**src/rtl/spi_sram_responder_pkg.sv**
```systemverilog
// Shared definitions for the SPI serial-SRAM responder.
//   - Command opcodes understood by the responder.
//   - FSM state encoding.
package spi_sram_responder_pkg;

  localparam logic [7:0] CMD_WRITE = 8'h02;
  localparam logic [7:0] CMD_READ  = 8'h03;
  localparam logic [7:0] CMD_RDMR  = 8'h05;

  typedef enum logic [2:0] {
    IDLE,
    CMD,
    ADDR_H,
    ADDR_L,
    WRITE,
    READ,
    RDMR,
    IGNORE
  } state_t;

endpackage

```
**src/rtl/spi_sram_responder_if.sv**
```systemverilog
// Bus bundle for the SPI serial-SRAM responder.
//   SPI side : spi_sck, spi_mosi, spi_cs (active low) in; spi_miso out.
//   Memory   : mem_addr, mem_we, mem_wdata, mem_re out; mem_rdata in
//              (registered read, data valid the clk after mem_re).
//   Status   : active (frame selected), byte_done (1-clk pulse per data byte).
// The responder uses the slave modport; the SPI master / memory side uses master.
interface spi_sram_responder_if #(
  parameter int ADDR_W = 16
);
  logic              spi_sck;
  logic              spi_mosi;
  logic              spi_cs;
  logic              spi_miso;
  logic [ADDR_W-1:0] mem_addr;
  logic              mem_we;
  logic [7:0]        mem_wdata;
  logic              mem_re;
  logic [7:0]        mem_rdata;
  logic              active;
  logic              byte_done;

  modport slave (
    input  spi_sck, spi_mosi, spi_cs, mem_rdata,
    output spi_miso, mem_addr, mem_we, mem_wdata, mem_re, active, byte_done
  );

  modport master (
    output spi_sck, spi_mosi, spi_cs, mem_rdata,
    input  spi_miso, mem_addr, mem_we, mem_wdata, mem_re, active, byte_done
  );
endinterface

```
**src/rtl/spi_sram_responder_sync.sv**
```systemverilog
// spi_in_sync: oversampling front end for the SPI inputs.
//   clk, rst        : system clock, synchronous active-high reset
//   sck, mosi, cs   : raw asynchronous SPI inputs
//   mosi_s, cs_s    : synchronised mosi / chip select
//   sck_rise        : 1-clk flag, synchronised sck went 0 -> 1
//   sck_fall        : 1-clk flag, synchronised sck went 1 -> 0
// Each input passes through a SYNC_STAGES-deep flop chain. Chains reset to
// the idle bus levels (sck low, cs high) so no edge or select is seen on
// reset release.
module spi_in_sync #(
  parameter int SYNC_STAGES = 2
) (
  input  logic clk,
  input  logic rst,
  input  logic sck,
  input  logic mosi,
  input  logic cs,
  output logic mosi_s,
  output logic cs_s,
  output logic sck_rise,
  output logic sck_fall
);

  localparam logic [2:0] IDLE_LEVEL = 3'b100;  // {cs, mosi, sck}

  logic [2:0] raw;
  logic [2:0] synced;
  logic       sck_prev_reg;

  assign raw = {cs, mosi, sck};

  genvar gi;
  generate
    for (gi = 0; gi < 3; gi++) begin : g_sync
      logic [SYNC_STAGES-1:0] chain_reg;
      always_ff @(posedge clk) begin
        if (rst) chain_reg <= {SYNC_STAGES{IDLE_LEVEL[gi]}};
        else     chain_reg <= {chain_reg[SYNC_STAGES-2:0], raw[gi]};
      end
      assign synced[gi] = chain_reg[SYNC_STAGES-1];
    end
  endgenerate

  always_ff @(posedge clk) begin
    if (rst) sck_prev_reg <= 1'b0;
    else     sck_prev_reg <= synced[0];
  end

  assign mosi_s   = synced[1];
  assign cs_s     = synced[2];
  assign sck_rise = synced[0] & ~sck_prev_reg;
  assign sck_fall = ~synced[0] & sck_prev_reg;

endmodule

```
**src/rtl/spi_sram_responder.sv**
```systemverilog
// spi_sram_responder: SPI mode-0 target emulating a 23LC1024-style serial
// SRAM (READ 0x03, WRITE 0x02, RDMR 0x05) on a byte-wide memory port.
//   clk, rst : system clock, synchronous active-high reset
//   bus      : spi_sram_responder_if.slave (SPI pins, memory port, status)
// All outputs are registered; SPI inputs are oversampled through spi_in_sync.
module spi_sram_responder
  import spi_sram_responder_pkg::*;
#(
  parameter int         ADDR_W      = 16,
  parameter int         SYNC_STAGES = 2,
  parameter logic [7:0] MODE_BYTE   = 8'h40
) (
  input logic clk,
  input logic rst,
  spi_sram_responder_if.slave bus
);

  logic mosi_s, cs_s, sck_rise, sck_fall;

  spi_in_sync #(.SYNC_STAGES(SYNC_STAGES)) u_sync (
    .clk      (clk),
    .rst      (rst),
    .sck      (bus.spi_sck),
    .mosi     (bus.spi_mosi),
    .cs       (bus.spi_cs),
    .mosi_s   (mosi_s),
    .cs_s     (cs_s),
    .sck_rise (sck_rise),
    .sck_fall (sck_fall)
  );

  state_t            state_reg, state_next;
  logic [2:0]        bit_cnt_reg, bit_cnt_next;
  logic [7:0]        rx_reg, rx_next;
  logic [7:0]        tx_reg, tx_next;
  logic [ADDR_W-1:0] addr_reg, addr_next;
  logic              is_write_reg, is_write_next;
  logic              load_reg, load_next;
  logic              miso_reg, miso_next;
  logic [ADDR_W-1:0] mem_addr_reg, mem_addr_next;
  logic              mem_we_reg, mem_we_next;
  logic              mem_re_reg, mem_re_next;
  logic [7:0]        mem_wdata_reg, mem_wdata_next;
  logic              active_reg, active_next;
  logic              byte_done_reg, byte_done_next;

  logic [7:0]        rx_byte;
  logic [ADDR_W-1:0] addr_shift;
  logic              byte_end;

  assign rx_byte    = {rx_reg[6:0], mosi_s};
  assign addr_shift = {addr_reg[ADDR_W-2:0], mosi_s};
  assign byte_end   = sck_rise && (bit_cnt_reg == 3'd7);

  always_ff @(posedge clk) begin
    if (rst) begin
      state_reg     <= IDLE;
      bit_cnt_reg   <= '0;
      rx_reg        <= '0;
      tx_reg        <= '0;
      addr_reg      <= '0;
      is_write_reg  <= 1'b0;
      load_reg      <= 1'b0;
      miso_reg      <= 1'b0;
      mem_addr_reg  <= '0;
      mem_we_reg    <= 1'b0;
      mem_re_reg    <= 1'b0;
      mem_wdata_reg <= '0;
      active_reg    <= 1'b0;
      byte_done_reg <= 1'b0;
    end else begin
      state_reg     <= state_next;
      bit_cnt_reg   <= bit_cnt_next;
      rx_reg        <= rx_next;
      tx_reg        <= tx_next;
      addr_reg      <= addr_next;
      is_write_reg  <= is_write_next;
      load_reg      <= load_next;
      miso_reg      <= miso_next;
      mem_addr_reg  <= mem_addr_next;
      mem_we_reg    <= mem_we_next;
      mem_re_reg    <= mem_re_next;
      mem_wdata_reg <= mem_wdata_next;
      active_reg    <= active_next;
      byte_done_reg <= byte_done_next;
    end
  end

  always_comb begin
    state_next     = state_reg;
    bit_cnt_next   = bit_cnt_reg;
    rx_next        = rx_reg;
    tx_next        = tx_reg;
    addr_next      = addr_reg;
    is_write_next  = is_write_reg;
    load_next      = mem_re_reg;  // registered memory: data valid one clk after mem_re
    miso_next      = miso_reg;
    mem_addr_next  = mem_addr_reg;
    mem_we_next    = 1'b0;
    mem_re_next    = 1'b0;
    mem_wdata_next = mem_wdata_reg;
    active_next    = ~cs_s;
    byte_done_next = 1'b0;

    if (cs_s) begin
      // Deselect wins over any SCK edge seen in the same clk; a partial byte is dropped.
      state_next   = IDLE;
      bit_cnt_next = '0;
      rx_next      = '0;
      miso_next    = 1'b0;
      load_next    = 1'b0;
    end else begin
      if (load_reg) tx_next = bus.mem_rdata;
      if (sck_rise) begin
        bit_cnt_next = bit_cnt_reg + 3'd1;
        rx_next      = rx_byte;
      end
      // Mode 0: the target changes MISO on the falling edge so it is stable at the next rise.
      if (sck_fall && (state_reg == READ || state_reg == RDMR)) begin
        miso_next = tx_reg[7];
        tx_next   = {tx_reg[6:0], 1'b0};
      end

      case (state_reg)
        IDLE: begin
          state_next   = CMD;
          bit_cnt_next = '0;
        end
        CMD: begin
          if (byte_end) begin
            case (rx_byte)
              CMD_WRITE: begin
                state_next    = ADDR_H;
                is_write_next = 1'b1;
              end
              CMD_READ: begin
                state_next    = ADDR_H;
                is_write_next = 1'b0;
              end
              CMD_RDMR: begin
                state_next = RDMR;
                tx_next    = MODE_BYTE;
              end
              default: state_next = IGNORE;
            endcase
          end
        end
        ADDR_H: begin
          if (sck_rise) addr_next = addr_shift;
          if (byte_end) state_next = ADDR_L;
        end
        ADDR_L: begin
          if (sck_rise) addr_next = addr_shift;
          if (byte_end) begin
            if (is_write_reg) begin
              state_next = WRITE;
            end else begin
              state_next    = READ;
              mem_re_next   = 1'b1;
              mem_addr_next = addr_shift;
            end
          end
        end
        WRITE: begin
          if (byte_end) begin
            mem_we_next    = 1'b1;
            mem_wdata_next = rx_byte;
            mem_addr_next  = addr_reg;
            byte_done_next = 1'b1;
            addr_next      = addr_reg + 1'b1;
          end
        end
        READ: begin
          // Prefetch the next byte as soon as the current one is fully clocked.
          if (byte_end) begin
            byte_done_next = 1'b1;
            addr_next      = addr_reg + 1'b1;
            mem_re_next    = 1'b1;
            mem_addr_next  = addr_reg + 1'b1;
          end
        end
        RDMR: begin
          if (byte_end) tx_next = MODE_BYTE;
        end
        IGNORE: miso_next = 1'b0;
        default: state_next = IDLE;
      endcase
    end
  end

  assign bus.spi_miso  = miso_reg;
  assign bus.mem_addr  = mem_addr_reg;
  assign bus.mem_we    = mem_we_reg;
  assign bus.mem_re    = mem_re_reg;
  assign bus.mem_wdata = mem_wdata_reg;
  assign bus.active    = active_reg;
  assign bus.byte_done = byte_done_reg;

endmodule

```
**src/flat_wrapper.sv**
```systemverilog
// flat-port wrapper written by rule: the top's interface ports become plain ports
module spi_sram_responder_flat import spi_sram_responder_pkg::*;
#(
  parameter int         ADDR_W      = 16,
  parameter int         SYNC_STAGES = 2,
  parameter logic [7:0] MODE_BYTE   = 8'h40
)
  (clk, rst, bus_spi_sck, bus_spi_mosi, bus_spi_cs, bus_mem_rdata, bus_spi_miso, bus_mem_addr, bus_mem_we, bus_mem_wdata, bus_mem_re, bus_active, bus_byte_done);
  spi_sram_responder_if #(.ADDR_W(ADDR_W)) bus_i ();
  input logic clk;
  input logic rst;
  input wire logic [$bits(bus_i.spi_sck)-1:0] bus_spi_sck;
  input wire logic [$bits(bus_i.spi_mosi)-1:0] bus_spi_mosi;
  input wire logic [$bits(bus_i.spi_cs)-1:0] bus_spi_cs;
  input wire logic [$bits(bus_i.mem_rdata)-1:0] bus_mem_rdata;
  output wire logic [$bits(bus_i.spi_miso)-1:0] bus_spi_miso;
  output wire logic [$bits(bus_i.mem_addr)-1:0] bus_mem_addr;
  output wire logic [$bits(bus_i.mem_we)-1:0] bus_mem_we;
  output wire logic [$bits(bus_i.mem_wdata)-1:0] bus_mem_wdata;
  output wire logic [$bits(bus_i.mem_re)-1:0] bus_mem_re;
  output wire logic [$bits(bus_i.active)-1:0] bus_active;
  output wire logic [$bits(bus_i.byte_done)-1:0] bus_byte_done;
  assign bus_i.spi_sck = bus_spi_sck;
  assign bus_i.spi_mosi = bus_spi_mosi;
  assign bus_i.spi_cs = bus_spi_cs;
  assign bus_i.mem_rdata = bus_mem_rdata;
  assign bus_spi_miso = bus_i.spi_miso;
  assign bus_mem_addr = bus_i.mem_addr;
  assign bus_mem_we = bus_i.mem_we;
  assign bus_mem_wdata = bus_i.mem_wdata;
  assign bus_mem_re = bus_i.mem_re;
  assign bus_active = bus_i.active;
  assign bus_byte_done = bus_i.byte_done;
  spi_sram_responder #(.ADDR_W(ADDR_W), .SYNC_STAGES(SYNC_STAGES), .MODE_BYTE(MODE_BYTE)) u_core (.clk(clk), .rst(rst), .bus(bus_i));
endmodule
```
**config.mk**
```make
export PLATFORM = sky130hd
export DESIGN_NAME = spi_sram_responder_flat
export DESIGN_NICKNAME = d
export VERILOG_FILES = /design/src/rtl/spi_sram_responder_pkg.sv /design/src/rtl/spi_sram_responder_if.sv /design/src/rtl/spi_sram_responder_sync.sv /design/src/rtl/spi_sram_responder.sv /design/src/flat_wrapper.sv
export SDC_FILE = /design/constraint.sdc
export NUM_CORES = 1
export LEC_CHECK = 0
export ABC_AREA = 1
export CAP_MARGIN = 10
export CORE_MARGIN = 8
export CORE_UTILIZATION = 51
export DETAILED_ROUTE_END_ITERATION = 10
export PLACE_DENSITY_LB_ADDON = 0.08
export SYNTH_ARGS = -nofsm -noshare
export SYNTH_HDL_FRONTEND = slang
export SYNTH_SLANG_ARGS = --single-unit
```
**constraint.sdc**
```tcl
create_clock -name clk -period 1.5 [get_ports clk]
set_input_delay 0.15 -clock clk [delete_from_list [all_inputs] [get_ports clk]]
set_output_delay 0.15 -clock clk [all_outputs]
set_load 0.005 [all_outputs]
```
==> out/qor.yml <==
outcome:
  status: "finished with violations"
  violations: "setup timing"
drt:
  ant_nets: 0
  drc: 0
  wl_per_cell_um: 14.5
  drt-initial-drc-count: 207
  drt_wl_total_um: 10800
  drtPass1Iterations: 8
  dr_total_vias: 4041
  vias_per_cell: 5.42
final_layout:
  n_antenna_cell: 0
  areaGrowthSynthToFinish_pct: 35.5
  fill_cells: 599
  num-nets-final: 658
  fin_util: 0.703
  drive_gt1_frac: 0.192
synthesis:
  synthMostInstantiatedCell: "nand2_1"
  synth-compound-area-share: 0.160
  syn_nets: 582
  synth-xor-area-share: 0.0141
  synthCells: 566
  yosys.cell_types.count: 27
  ys.flop_type: "dfxtp_1"
  synth_seq_area_share: 0.403
  synth_common_cells: "nand2_1 (115), nor2_1 (98), dfxtp_1 (75)"
  ys_ff_latch: 75
  synthArstFlopShare: 0
  muxShareOfSynthArea: 0
  synth_fa_ha_area_frac: 0.0101
  synth_warnings: 0
  post-synth-top-area-fraction: 0.403
  synth_area_leaders: "dfxtp_1 (40%), nand2_1 (12%), nor2_1 (9.9%)"
  synth_top_area_cell: "dfxtp_1"
  yosys.area_share.simple: 0.323
  synth_top_family_by_area: "simple AND/OR/NAND/NOR gates"
  syn_area_um2: 3720
  synth-edff-count: 0
  synth.avg_cell_area_um2: 6.58
clock_network:
  clkTransAtPathRegs_ps: 80
  cts.sinks: 75
  cts_made_buffers: 9
  cts_tree: "done"
  clkLatencyLatePin_ps: 360
  root_buffer: "clkbuf_8"
  clk_path_buf_depth: 2
  htreeDepth: 3
global_routing:
  grt_max_degree: 31
  grt_pass1_wl_um: 16800
  antenna_found_initial: 0
  gr-usage-all-layers: 0.203
  grt_overflow: 0
  grt_pass1_vias: 3765
worst_setup_path:
  worst_setup_path_end_kind: "register"
  start_kind: "register"
  r2r_cells: 10
  crit_arrival_ps: 1790
  r2r_slack_ps: -30
  cp_max_fo: 20
  required_ps: 1760
  reg2reg_to: "u_core.addr_reg[3]"
  reg2reg_from: "u_core.bit_cnt_reg[1]"
  worstSetupPathType: "register to register"
placed_design:
  globalplace.congestion: 0.884
  dp_hpwl_um: 7010
  io_buffers: 41
floorplan:
  core_region_area_um2: 7180
  start_util: 0.519
  die_h_um: 101
  die_x_um: 101
  rows: 31
  io_pins: 42
  die_area_um2: 10300
pwr:
  powerDensity_nw_per_um2: 703
  pwr-share-clk: 0.394
  vdd_ir_drop_max_mv: 0.677
  netSwitchingFraction: 0.250
  power.share.combinational: 0.039
  p_total_mw: 3.55
  p_leak_nw: 2.00
  switching_power_mw: 0.887
  power_frac_seq: 0.567
  p_int_mw: 2.66
hold_path:
  worstHoldStart: "bus_spi_mosi"
  min_to: "u_core.u_sync.g_sync[1].chain_reg[0]"
  holdCritPathClass: "primary input to register"
  min_path_cells: 3
timing:
  finClkSkew_ps: 12.7
  worstMarginPinSlew_ps: 507
  fin_crit_sh: 1.02
  finalSetupTns_ps: -123
  finalSetupViolations: 10
  relSlewSlack: 0.661
  rsz0062_at_grt: "true"
  setup_ws_ps: -32.9
  fmax_ghz: 0.652
  hold_viol: 0
  final_max_slew_viol_count: 0
  min_period_ps: 1530
flow_run:
  maxCapViolCount: 0
[critical path, stage by stage (launching register included)]
cell and delay [ps]:
dfxtp_2 360, ha_4 140, ha_4 130, nand3_4 90
nand2_1 70, o21ai_1 80, nor2_2 140, buf_12 170
nand2_1 90, a21oi_2 110, nor2_1 40
[power groups by stage]
stage          Clock, mW  Sequential (mW)  Combinational [mW]
2_1_floorplan          0             2.05              0.0638
3_3_place_gp           0             2.06               0.130
3_5_place_dp           0             2.06               0.132
4_1_cts             1.41             2.01               0.134
5_1_grt             1.50             2.01               0.151
6_report            1.40             2.01               0.138
[cells in the final DEF, fill, tap and decap left out, drive strengths merged]
master / n
nand3: 32
inv: 54
clkinvlp: 1
clkdlybuf4s50: 41
nor4: 1
o22ai: 1
xnor2: 1
clkinv: 6
o21ai: 68
nor2: 103
buf: 47
nor3: 14
dfxtp: 75
nand2: 118
a22oi: 1
or2: 2
ha: 3
nand4: 15
clkbuf: 11
xor2: 5
a21oi: 48
[per-layer routing]
metal / GRT usage / wire, um / vias up
met3: 0.0412 / 655 / 32
met4: 0.0848 / 304 / 0
met1: 0.226 / 4380 / 1849
met2: 0.365 / 5450 / 168
met5: 0 / 0 / -
li1: - / - / 1992
[cell families after synthesis]
logic type,after synthesis
AO/OA/AOI/OAI,118
flip-flops,75
XOR/XNOR,6
AND/OR/NAND/NOR,285
buffers and inverters,79
adder cells (fa/ha/maj),3
[stage by stage]
step	area (um2)	hold slack (ps)	instances	setup WS, ps
4_1_cts	4820	305	742	-29.5
2_1_floorplan	3720	254	566	7.84
6_report	5040	310	746	-32.9
3_3_place_gp	4480	390	720	-85.4
3_5_place_dp	4480	403	720	-160
5_1_grt	5040	311	746	-131
[what timing repair did]
item                                    in CTS  in global routing
hold buffers                                 0                  0
endpoints found under the setup margin      47                 51
gates cloned                                 2                  3
buffers inserted                             4                  1
pin swaps                                    8                 14
gates resized for setup                     34                 51
[how the worst max path moves through the flow]
stage / start / to / slack [ps] / cells after the start
floorplan: u_core.bit_cnt_reg[0] / u_core.bus.mem_addr[6] / 8 / 10
global placement: u_core.bit_cnt_reg[0] / u_core.bus.mem_wdata[3] / -90 / 11
detailed placement: u_core.bit_cnt_reg[0] / u_core.bus.mem_wdata[3] / -160 / 11
CTS: u_core.bit_cnt_reg[1] / u_core.bus.mem_wdata[3] / -30 / 11
global route: u_core.bit_cnt_reg[1] / u_core.addr_reg[3] / -130 / 10
finish: u_core.bit_cnt_reg[1] / u_core.addr_reg[3] / -30 / 10
[cell type report]
class / count / area [um2] / share of cell area
clock inverter: 7 / 45.0 / 0.00893
multi-input combinational: 412 / 2100 / 0.417
tap: 99 / 124 / 0.0246
inverter: 54 / 215 / 0.0427
sequential: 75 / 1510 / 0.299
clock buffer: 9 / 124 / 0.0246
timing repair buffer: 90 / 926 / 0.184
(Power assumes the default switching activity.)
